$ cat src/rtl/time_counter_bcd_pkg.sv
// Shared limits, field widths and 12-hour display mapping for the
// time-of-day counter.
package time_pkg;

  localparam int HR_W = 5;
  localparam int MS_W = 6;

  localparam logic [HR_W-1:0] MAX_HR  = 5'd23;
  localparam logic [MS_W-1:0] MAX_MIN = 6'd59;
  localparam logic [MS_W-1:0] MAX_SEC = 6'd59;

  // Stored 24-hour value -> 12-hour display value (0 shows as 12).
  function automatic logic [HR_W-1:0] to_12h(input logic [HR_W-1:0] hr);
    logic [HR_W-1:0] res;
    if (hr == 5'd0) begin
      res = 5'd12;
    end else if (hr > 5'd12) begin
      res = hr - 5'd12;
    end else begin
      res = hr;
    end
    return res;
  endfunction

endpackage

$ cat src/rtl/time_counter_bcd_bin2bcd2.sv
// Combinational binary (0..59) to two-digit BCD, tens digit in the upper nibble.
module bin2bcd2
  import time_pkg::*;
(
  input  logic [MS_W-1:0] bin_i,
  output logic [7:0]      bcd_o
);

  logic [3:0] tens_s;
  logic [3:0] ones_s;

  // Subtract the largest multiple of ten; inputs never exceed 59.
  always_comb begin
    tens_s = 4'd0;
    ones_s = 4'(bin_i);
    if (bin_i >= 6'd50) begin
      tens_s = 4'd5;
      ones_s = 4'(bin_i - 6'd50);
    end else if (bin_i >= 6'd40) begin
      tens_s = 4'd4;
      ones_s = 4'(bin_i - 6'd40);
    end else if (bin_i >= 6'd30) begin
      tens_s = 4'd3;
      ones_s = 4'(bin_i - 6'd30);
    end else if (bin_i >= 6'd20) begin
      tens_s = 4'd2;
      ones_s = 4'(bin_i - 6'd20);
    end else if (bin_i >= 6'd10) begin
      tens_s = 4'd1;
      ones_s = 4'(bin_i - 6'd10);
    end else begin
      tens_s = 4'd0;
      ones_s = 4'(bin_i);
    end
  end

  assign bcd_o = {tens_s, ones_s};

endmodule

$ cat src/rtl/time_counter_bcd.sv
// Time-of-day counter: binary 24-hour state advanced by a tick, validated
// loads, day-rollover pulse and a BCD display bus with optional 12-hour view.
module time_counter_bcd
  import time_pkg::*;
#(
  parameter int WITH_SEC = 1,
  localparam int DISP_W = (WITH_SEC != 0) ? 24 : 16
) (
  input  logic              clk,
  input  logic              reset_n,
  input  logic              tick,
  input  logic              load,
  input  logic [HR_W-1:0]   load_hr,
  input  logic [MS_W-1:0]   load_min,
  input  logic [MS_W-1:0]   load_sec,
  input  logic              mode_12h,
  output logic [DISP_W-1:0] disp,
  output logic              pm,
  output logic              rollover,
  output logic              load_err
);

  logic [HR_W-1:0] hr_q,  hr_d;
  logic [MS_W-1:0] min_q, min_d;
  logic [MS_W-1:0] sec_q, sec_d;
  logic            roll_q, roll_d;
  logic            err_q, err_d;

  logic load_ok_s;
  logic sec_wrap_s;

  assign load_ok_s  = (load_hr <= MAX_HR) && (load_min <= MAX_MIN) &&
                      ((WITH_SEC == 0) || (load_sec <= MAX_SEC));
  // Without a seconds field every tick carries straight into minutes.
  assign sec_wrap_s = (WITH_SEC == 0) || (sec_q == MAX_SEC);

  // Next-state: load beats tick; a rejected load also swallows the tick.
  always_comb begin
    hr_d   = hr_q;
    min_d  = min_q;
    sec_d  = sec_q;
    roll_d = 1'b0;
    err_d  = 1'b0;
    if (load) begin
      if (load_ok_s) begin
        hr_d  = load_hr;
        min_d = load_min;
        sec_d = (WITH_SEC != 0) ? load_sec : 6'd0;
      end else begin
        err_d = 1'b1;
      end
    end else if (tick) begin
      if (!sec_wrap_s) begin
        sec_d = sec_q + 6'd1;
      end else begin
        sec_d = 6'd0;
        if (min_q == MAX_MIN) begin
          min_d = 6'd0;
          if (hr_q == MAX_HR) begin
            hr_d   = 5'd0;
            roll_d = 1'b1;
          end else begin
            hr_d = hr_q + 5'd1;
          end
        end else begin
          min_d = min_q + 6'd1;
        end
      end
    end else begin
      hr_d = hr_q;
    end
  end

  // State and pulse registers with synchronous active-low reset.
  always_ff @(posedge clk) begin
    if (!reset_n) begin
      hr_q   <= 5'd0;
      min_q  <= 6'd0;
      sec_q  <= 6'd0;
      roll_q <= 1'b0;
      err_q  <= 1'b0;
    end else begin
      hr_q   <= hr_d;
      min_q  <= min_d;
      sec_q  <= sec_d;
      roll_q <= roll_d;
      err_q  <= err_d;
    end
  end

  assign rollover = roll_q;
  assign load_err = err_q;
  assign pm       = (hr_q >= 5'd12);

  logic [HR_W-1:0] hr_disp_s;
  logic [7:0]      hr_bcd_s;
  logic [7:0]      min_bcd_s;

  assign hr_disp_s = mode_12h ? to_12h(hr_q) : hr_q;

  bin2bcd2 u_hr_bcd  (.bin_i({1'b0, hr_disp_s}), .bcd_o(hr_bcd_s));
  bin2bcd2 u_min_bcd (.bin_i(min_q),             .bcd_o(min_bcd_s));

  if (WITH_SEC != 0) begin : g_sec
    logic [7:0] sec_bcd_s;
    bin2bcd2 u_sec_bcd (.bin_i(sec_q), .bcd_o(sec_bcd_s));
    assign disp = {hr_bcd_s, min_bcd_s, sec_bcd_s};
  end else begin : g_nosec
    assign disp = {hr_bcd_s, min_bcd_s};
  end

endmodule

$ cat config.mk
export PLATFORM = sky130hd
export DESIGN_NAME = time_counter_bcd
export DESIGN_NICKNAME = d
export VERILOG_FILES = /design/src/rtl/time_counter_bcd_pkg.sv /design/src/rtl/time_counter_bcd_bin2bcd2.sv /design/src/rtl/time_counter_bcd.sv
export SDC_FILE = /design/constraint.sdc
export NUM_CORES = 1
export LEC_CHECK = 0
export CORE_MARGIN = 1.5
export CORE_UTILIZATION = 45
export DETAILED_ROUTE_END_ITERATION = 8
export PLACE_DENSITY = 0.81
export SYNTH_ARGS = -nofsm -noshare
export SYNTH_HDL_FRONTEND = slang
export SYNTH_HIERARCHICAL = 1
export SYNTH_SLANG_ARGS = --single-unit
$ cat constraint.sdc
create_clock -name clk -period 7.6 [get_ports clk]
set_clock_uncertainty 0.2 [all_clocks]
set_input_delay 1.52 -clock clk [delete_from_list [all_inputs] [get_ports clk]]
set_output_delay 1.52 -clock clk [all_outputs]
set_load 0.005 [all_outputs]
# [After elaboration in Yosys (flattened, before gate mapping)]
# Index checks and enable logic that the tools add are counted.
[totals] reg_bits=19 latchBits=0 mem_bits_rw=0 mem_bits_ro=0 inputBits=22 elab_cells=113 n_memories=0
[classes] add_sub_neg=19 mul=0 div_mod_pow=0 n_lt_le_gt_ge=20 n_eq_ne=4 shifts=0 muxes=50 bitwise=4 n_reduce_logical=11
[ops] cell="4-bit 2-to-1 mux" n=27
[ops] cell="6-bit 2-to-1 mux" n=9
[ops] cell="5-bit 2-to-1 mux" n=9
[ops] cell="4-bit subtractor (second input constant)" n=9
[ops] cell="6-bit by 5-bit >= comparator with 1-bit output (second input constant)" n=4
[ops] cell="6-bit >= comparator (second input constant)" n=4
[ops] cell="6-bit by 1-bit adder with 6-bit output (second input constant)" n=2
[ops] cell="6-bit equality test (second input constant)" n=2
[ops] cell="5-bit by 6-bit >= comparator with 1-bit output (second input constant)" n=2
[ops] cell="6-bit by 4-bit >= comparator with 1-bit output (second input constant)" n=2
[ops] cell="6-bit less-or-equal comparator (second input constant)" n=2
[ops] cell="4-bit by 2-bit subtractor with 4-bit output (second input constant)" n=3
[ops] cell="4-bit by 3-bit subtractor with 4-bit output (second input constant)" n=3
[ops] cell="5-bit by 4-bit >= comparator with 1-bit output (second input constant)" n=2
[ops] cell="5-bit >= comparator (second input constant)" n=2
[ops] cell="2-bit nonzero test" n=3
[ops] cell="5-bit by 1-bit adder with 5-bit output (second input constant)" n=1
[ops] cell="5-bit equality test (second input constant)" n=1
[ops] cell="5-bit by 4-bit > comparator with 1-bit output (second input constant)" n=1
[ops] cell="5-bit less-or-equal comparator (second input constant)" n=1
[ops] cell="5-bit zero test" n=1
[ops] cell="1-bit 2-to-1 mux" n=5
[ops] cell="5-bit OR reduction" n=1
[ops] cell="5-bit by 4-bit subtractor with 5-bit output (second input constant)" n=1
[ops] cell="other kinds (6)" n=11

# [Logic depth before layout (Yosys ltp)]
[depth] depth_word=10 ltp_mapped=13 ltp_nobuf=12

# [Modules after synthesis]
# The synthesis kept the hierarchy.
[by_module_without_submodules] mod="bin2bcd2" n_inst=3 cells_per_inst=60 area_per_inst_um2=452.9 seq_area_each_um2=0.0
[by_module_without_submodules] mod="time_counter_bcd" n_inst=1 cells_per_inst=167 area_per_inst_um2=1337.5 seq_area_each_um2=380.4

# [Worst setup path after synthesis]
# Ideal clock, no wire load.
[synth_timing] kind="in2out" startpoint="input mode_12h" endpoint="output disp[19]" arrival_time_ps=3422 required_time_ps=5880 slack_ps=2458 cell_stages=10 n_path_buf=1 cell_sequence="o21ai_0 > nor2_1 > o21ai_0 > buf_2 > inv_1 > ha_1 > and4bb_4 > or3_1 > a32o_1 > nor3_1"
[synth_via] elab_chain_cells=7 word_cells_on_any_way=16 classes_between="add/sub (5); order compare (5); mux (6)"
[synth_lines] item="start: declaration" line_no="time_counter_bcd.sv:16" text="input logic mode_12h,"
[synth_lines] item="5-bit 2-to-1 mux (*)" line_no="time_counter_bcd.sv:99" text="assign hr_disp_s = mode_12h ? to_12h(hr_q) : hr_q;"
[synth_lines] item="named net hr_disp_s[3]" line_no="time_counter_bcd.sv:95" text="logic [HR_W-1:0] hr_disp_s;"
[synth_lines] item="4-bit subtractor or 5-bit by 4-bit >= comparator with 1-bit output (tied branches)" line_no="time_counter_bcd_bin2bcd2.sv:30, time_counter_bcd_bin2bcd2.sv:28"
[synth_lines] item="4-bit 2-to-1 mux" line_no="time_counter_bcd_bin2bcd2.sv:28" text="end else if (bin_i >= 6'd10) begin"
[synth_lines] item="4-bit 2-to-1 mux" line_no="time_counter_bcd_bin2bcd2.sv:25" text="end else if (bin_i >= 6'd20) begin"
[synth_lines] item="4-bit 2-to-1 mux" line_no="time_counter_bcd_bin2bcd2.sv:22" text="end else if (bin_i >= 6'd30) begin"
[synth_lines] item="4-bit 2-to-1 mux" line_no="time_counter_bcd_bin2bcd2.sv:19" text="end else if (bin_i >= 6'd40) begin"
[synth_lines] item="4-bit 2-to-1 mux (*)" line_no="time_counter_bcd_bin2bcd2.sv:16" text="if (bin_i >= 6'd50) begin"
[synth_lines] item="end: declaration" line_no="time_counter_bcd.sv:17" text="output logic [DISP_W-1:0] disp,"
# The timed path passes the listed nets; every way through them passes the cells marked *.

# [Final worst setup path]
[layout_timing] startpoint="input mode_12h" endpoint="output disp[17]"
[layout_via] elab_chain_cells=7 word_cells_on_any_way=16 classes_between="add/sub (5); order compare (5); mux (6)"
[layout_lines] item="5-bit 2-to-1 mux (*)" line_no="time_counter_bcd.sv:99"
[layout_lines] item="named net hr_disp_s[2]" line_no="time_counter_bcd.sv:95"
[layout_lines] item="5-bit by 4-bit >= comparator with 1-bit output" line_no="time_counter_bcd_bin2bcd2.sv:28"
[layout_lines] item="4-bit 2-to-1 mux" line_no="time_counter_bcd_bin2bcd2.sv:28"
[layout_lines] item="4-bit 2-to-1 mux" line_no="time_counter_bcd_bin2bcd2.sv:25"
[layout_lines] item="4-bit 2-to-1 mux" line_no="time_counter_bcd_bin2bcd2.sv:22"
[layout_lines] item="4-bit 2-to-1 mux" line_no="time_counter_bcd_bin2bcd2.sv:19"
[layout_lines] item="4-bit 2-to-1 mux (*)" line_no="time_counter_bcd_bin2bcd2.sv:16"
# Marks and branches as above.

==> flow_metrics.tcl <==
set metrics [dict create \
    reg2reg_from "sec_q[3]" \
    clock_sinks 19 \
    utilization_pct 54.0 \
    drtIter0Drc 161 \
    dp_hpwl_um 4910 \
    cp-start-kind "primary input" \
    clkSlewWorstSetupHoldPaths_ps 70 \
    cts_root_buf "clkbuf_8" \
    place_congestion 0.908 \
    nNetsFinal 430 \
    startpoint "mode_12h" \
    cts_resized 0 \
    syn_avg_cell_area_um2 7.77 \
    rsz0062_at_grt "no" \
    start_util_pct 46.1 \
    ctsHoldBuffers 0 \
    die_h_um 80.4 \
    power.leakage_nw 1.21 \
    syn_to_final_growth_pct 17.1 \
    finalInstanceArea_um2 3160 \
    wirelength_um 6560 \
    h-tree-depth 1 \
    drt-pass1-iter-count 4 \
    cts_max_path_buffers 2 \
    port_buffers 44 \
    status "completed" \
    timing.setup.tns_ps 0 \
    synth-warning-count 6 \
    met3_usage_pct 1.59 \
    path_cells "clkdlybuf4s50_1, o21ai_0, xnor2_1, nand2_1, inv_1, ha_1, a2111oi_4, nand2_1, a221o_1, xnor2_1, clkdlybuf4s50_1" \
    crit_family "buffers and inverters" \
    slowest_delay_ps 520 \
    crit_buf_inv 3 \
    ir_drop_mv 0.0719 \
    fin_crit_sh_pct 81.6 \
    met2_usage_pct 36.3 \
    io_pins 49 \
    reg2regPathDepth 5 \
    p_per_area_nw_per_um2 123 \
    layout_common_cells "clkdlybuf4s50_1 (44), ha_1 (31), nand2_1 (29), a21oi_1 (26), nor2_1 (25)" \
    holdCritStartpoint "hr_q[1]" \
    fin_crit_ps 6200 \
    grt_use_met1_pct 26.1 \
    wl_per_cell_um 14.5 \
    dr_total_vias 2695 \
    post_cts_buffers 0 \
    drc_errors 0 \
    busiest_layer "met2" \
    final_common_cell "clkdlybuf4s50_1" \
    setup_viol 0 \
    clk_latency_ps 260 \
    hold_viol 0 \
    path_max_fanout 7 \
    numCtsBuffers 3 \
    fmax_mhz 161 \
    synth_seq_area_share_pct 14.1 \
    antennaDiodeCount 0 \
    syn_inst 347 \
    synth-seq-cells 19 \
    core_area_um2 5850 \
    synth_edf_count 0 \
    worst-r2r-setup-slack_ps 5370 \
    synth_area_um2 2700 \
    first_global_vias 2469 \
    holdPathStages 2 \
    worst_pin_slew_ps 641 \
    rows 28 \
    worstHoldEndpoint "hr_q[1]" \
    crit_type "in -> out" \
    yosys.area.top_type "ha_1" \
    drtAntennaViolNets 0 \
    dieArea_um2 6460 \
    dpl_cell_area_um2 3110 \
    drv_cap 0 \
    async_flop_share_pct 0 \
    slew_viol_final 0 \
    holdWs_ps 333 \
    grt_max_degree 32 \
    die_x_um 80.4 \
    min_path_type "reg -> reg" \
    synthTopCellsByArea "ha_1 (14%), dfxtp_1 (14%), a21oi_1 (4.8%), nand2_1 (4.0%), nor2_1 (3.5%)" \
    slowest_stage "clkdlybuf4s50_1" \
    cts_tree "built" \
    grt_antenna_before_repair 0 \
    grt_pass1_wl_um 10900 \
    synth_ff_type "dfxtp_1" \
    synth_cell_types 59 \
    synth_top_cell_area_share_pct 14.4 \
    fill_cells 559 \
    grt_use_total_pct 20.6 \
    timing.rr.end "min_q[2]" \
    cp_data_required_time_ps 5880 \
    relSlewSlack_pct 57.2 \
    critPathArrivalTime_ps 4480 \
    vias_per_cell 5.98 \
    drive_gt1_share_pct 6.12 \
    grt_remaining_overflow 0 \
    end_kind "output port" \
]
==> cell families (layout without fill, tap and decap cells) <==
group / after synthesis / count (layout) / synth area share [%]
AOI/OAI and AO/OA: 106 / 106 / 30.3
xor gates and xnor gates: 9 / 9 / 2.92
adders and majority gates: 31 / 31 / 14.4
buffers and inverters: 40 / 68 / 7.66
DFF: 19 / 19 / 14.1
muxes: 7 / 7 / 2.60
other: 4 / 5 / 0.557
and+or+nand+nor: 131 / 131 / 27.4
==> power by group <==
group	switching, mW	leakage, nW	internal, mW	total [mW]
Combinational	0.0890	1.03	0.101	0.190
Clock	0.0352	0.0255	0.0364	0.0716
Sequential	0.0199	0.156	0.106	0.126
==> sequential cells by signal, indices dropped and copies added (netlist names) <==
register,count
hr_q,5
load_err,1
min_q,6
rollover,1
sec_q,6
==> worst max-delay path by stage <==
stage,endpoint,slack [ps],depth (start not counted)
detailed placement,disp[17],1390,11
global route,disp[17],1160,11
global placement,disp[17],1490,11
finish,disp[17],1400,11
floorplan,disp[19],2460,10
CTS,disp[17],1390,11
==> layer usage <==
metal	share of wire, %	up-vias
met5	0	-
met3	4.5	12
met2	50	85
met4	1.5	0
met1	44	1254
li1	-	1344
==> cell usage after synthesis, drive strengths merged, types with 4 or more instances <==
library cell and number:
a211oi 11, clkbuf 4, a2111oi 7, nor2b 5
a21oi 26, nor2 25, buf 18, a32o 4
mux2i 7, nand4 5, dfxtp 19, nand3 11
a21boi 4, nor3 7, xnor2 8, conb 4
nand2b 9, inv 18, or3 7, nand2 29
and2 9, nand3b 7, o31ai 8, o21ai 15
a31oi 7, ha 31, a21o 4
==> worst reg2reg max path, stage by stage, from the launching register on <==
cell and delay [ps]:
dfxtp_1 720, and3_4 330, nand3b_2 100, o21ai_2 460, o21ai_2 100, a31o_1 220
==> through the flow <==
stage	power [mW]	cells	setup slack, ps
final	0.388	451	1400
after global routing	0.418	451	1160
after CTS	0.389	451	1390
after detailed placement	0.317	447	1390
after floorplan	0.248	348	2460
after global placement	0.312	447	1490
==> cell type report <==
type | instances | area (um^2) | share of cell area [%]
Multi-Input combinational cell | 289 | 2110 | 66.9
Timing Repair Buffer | 46 | 455 | 14.4
Sequential cell | 19 | 380 | 12.0
Tap cell | 75 | 93.8 | 2.97
Inverter | 18 | 67.6 | 2.14
Clock buffer | 3 | 41.3 | 1.31
Clock inverter | 1 | 5.00 | 0.159
No activity file was read; power rests on OpenSTA's default activity.
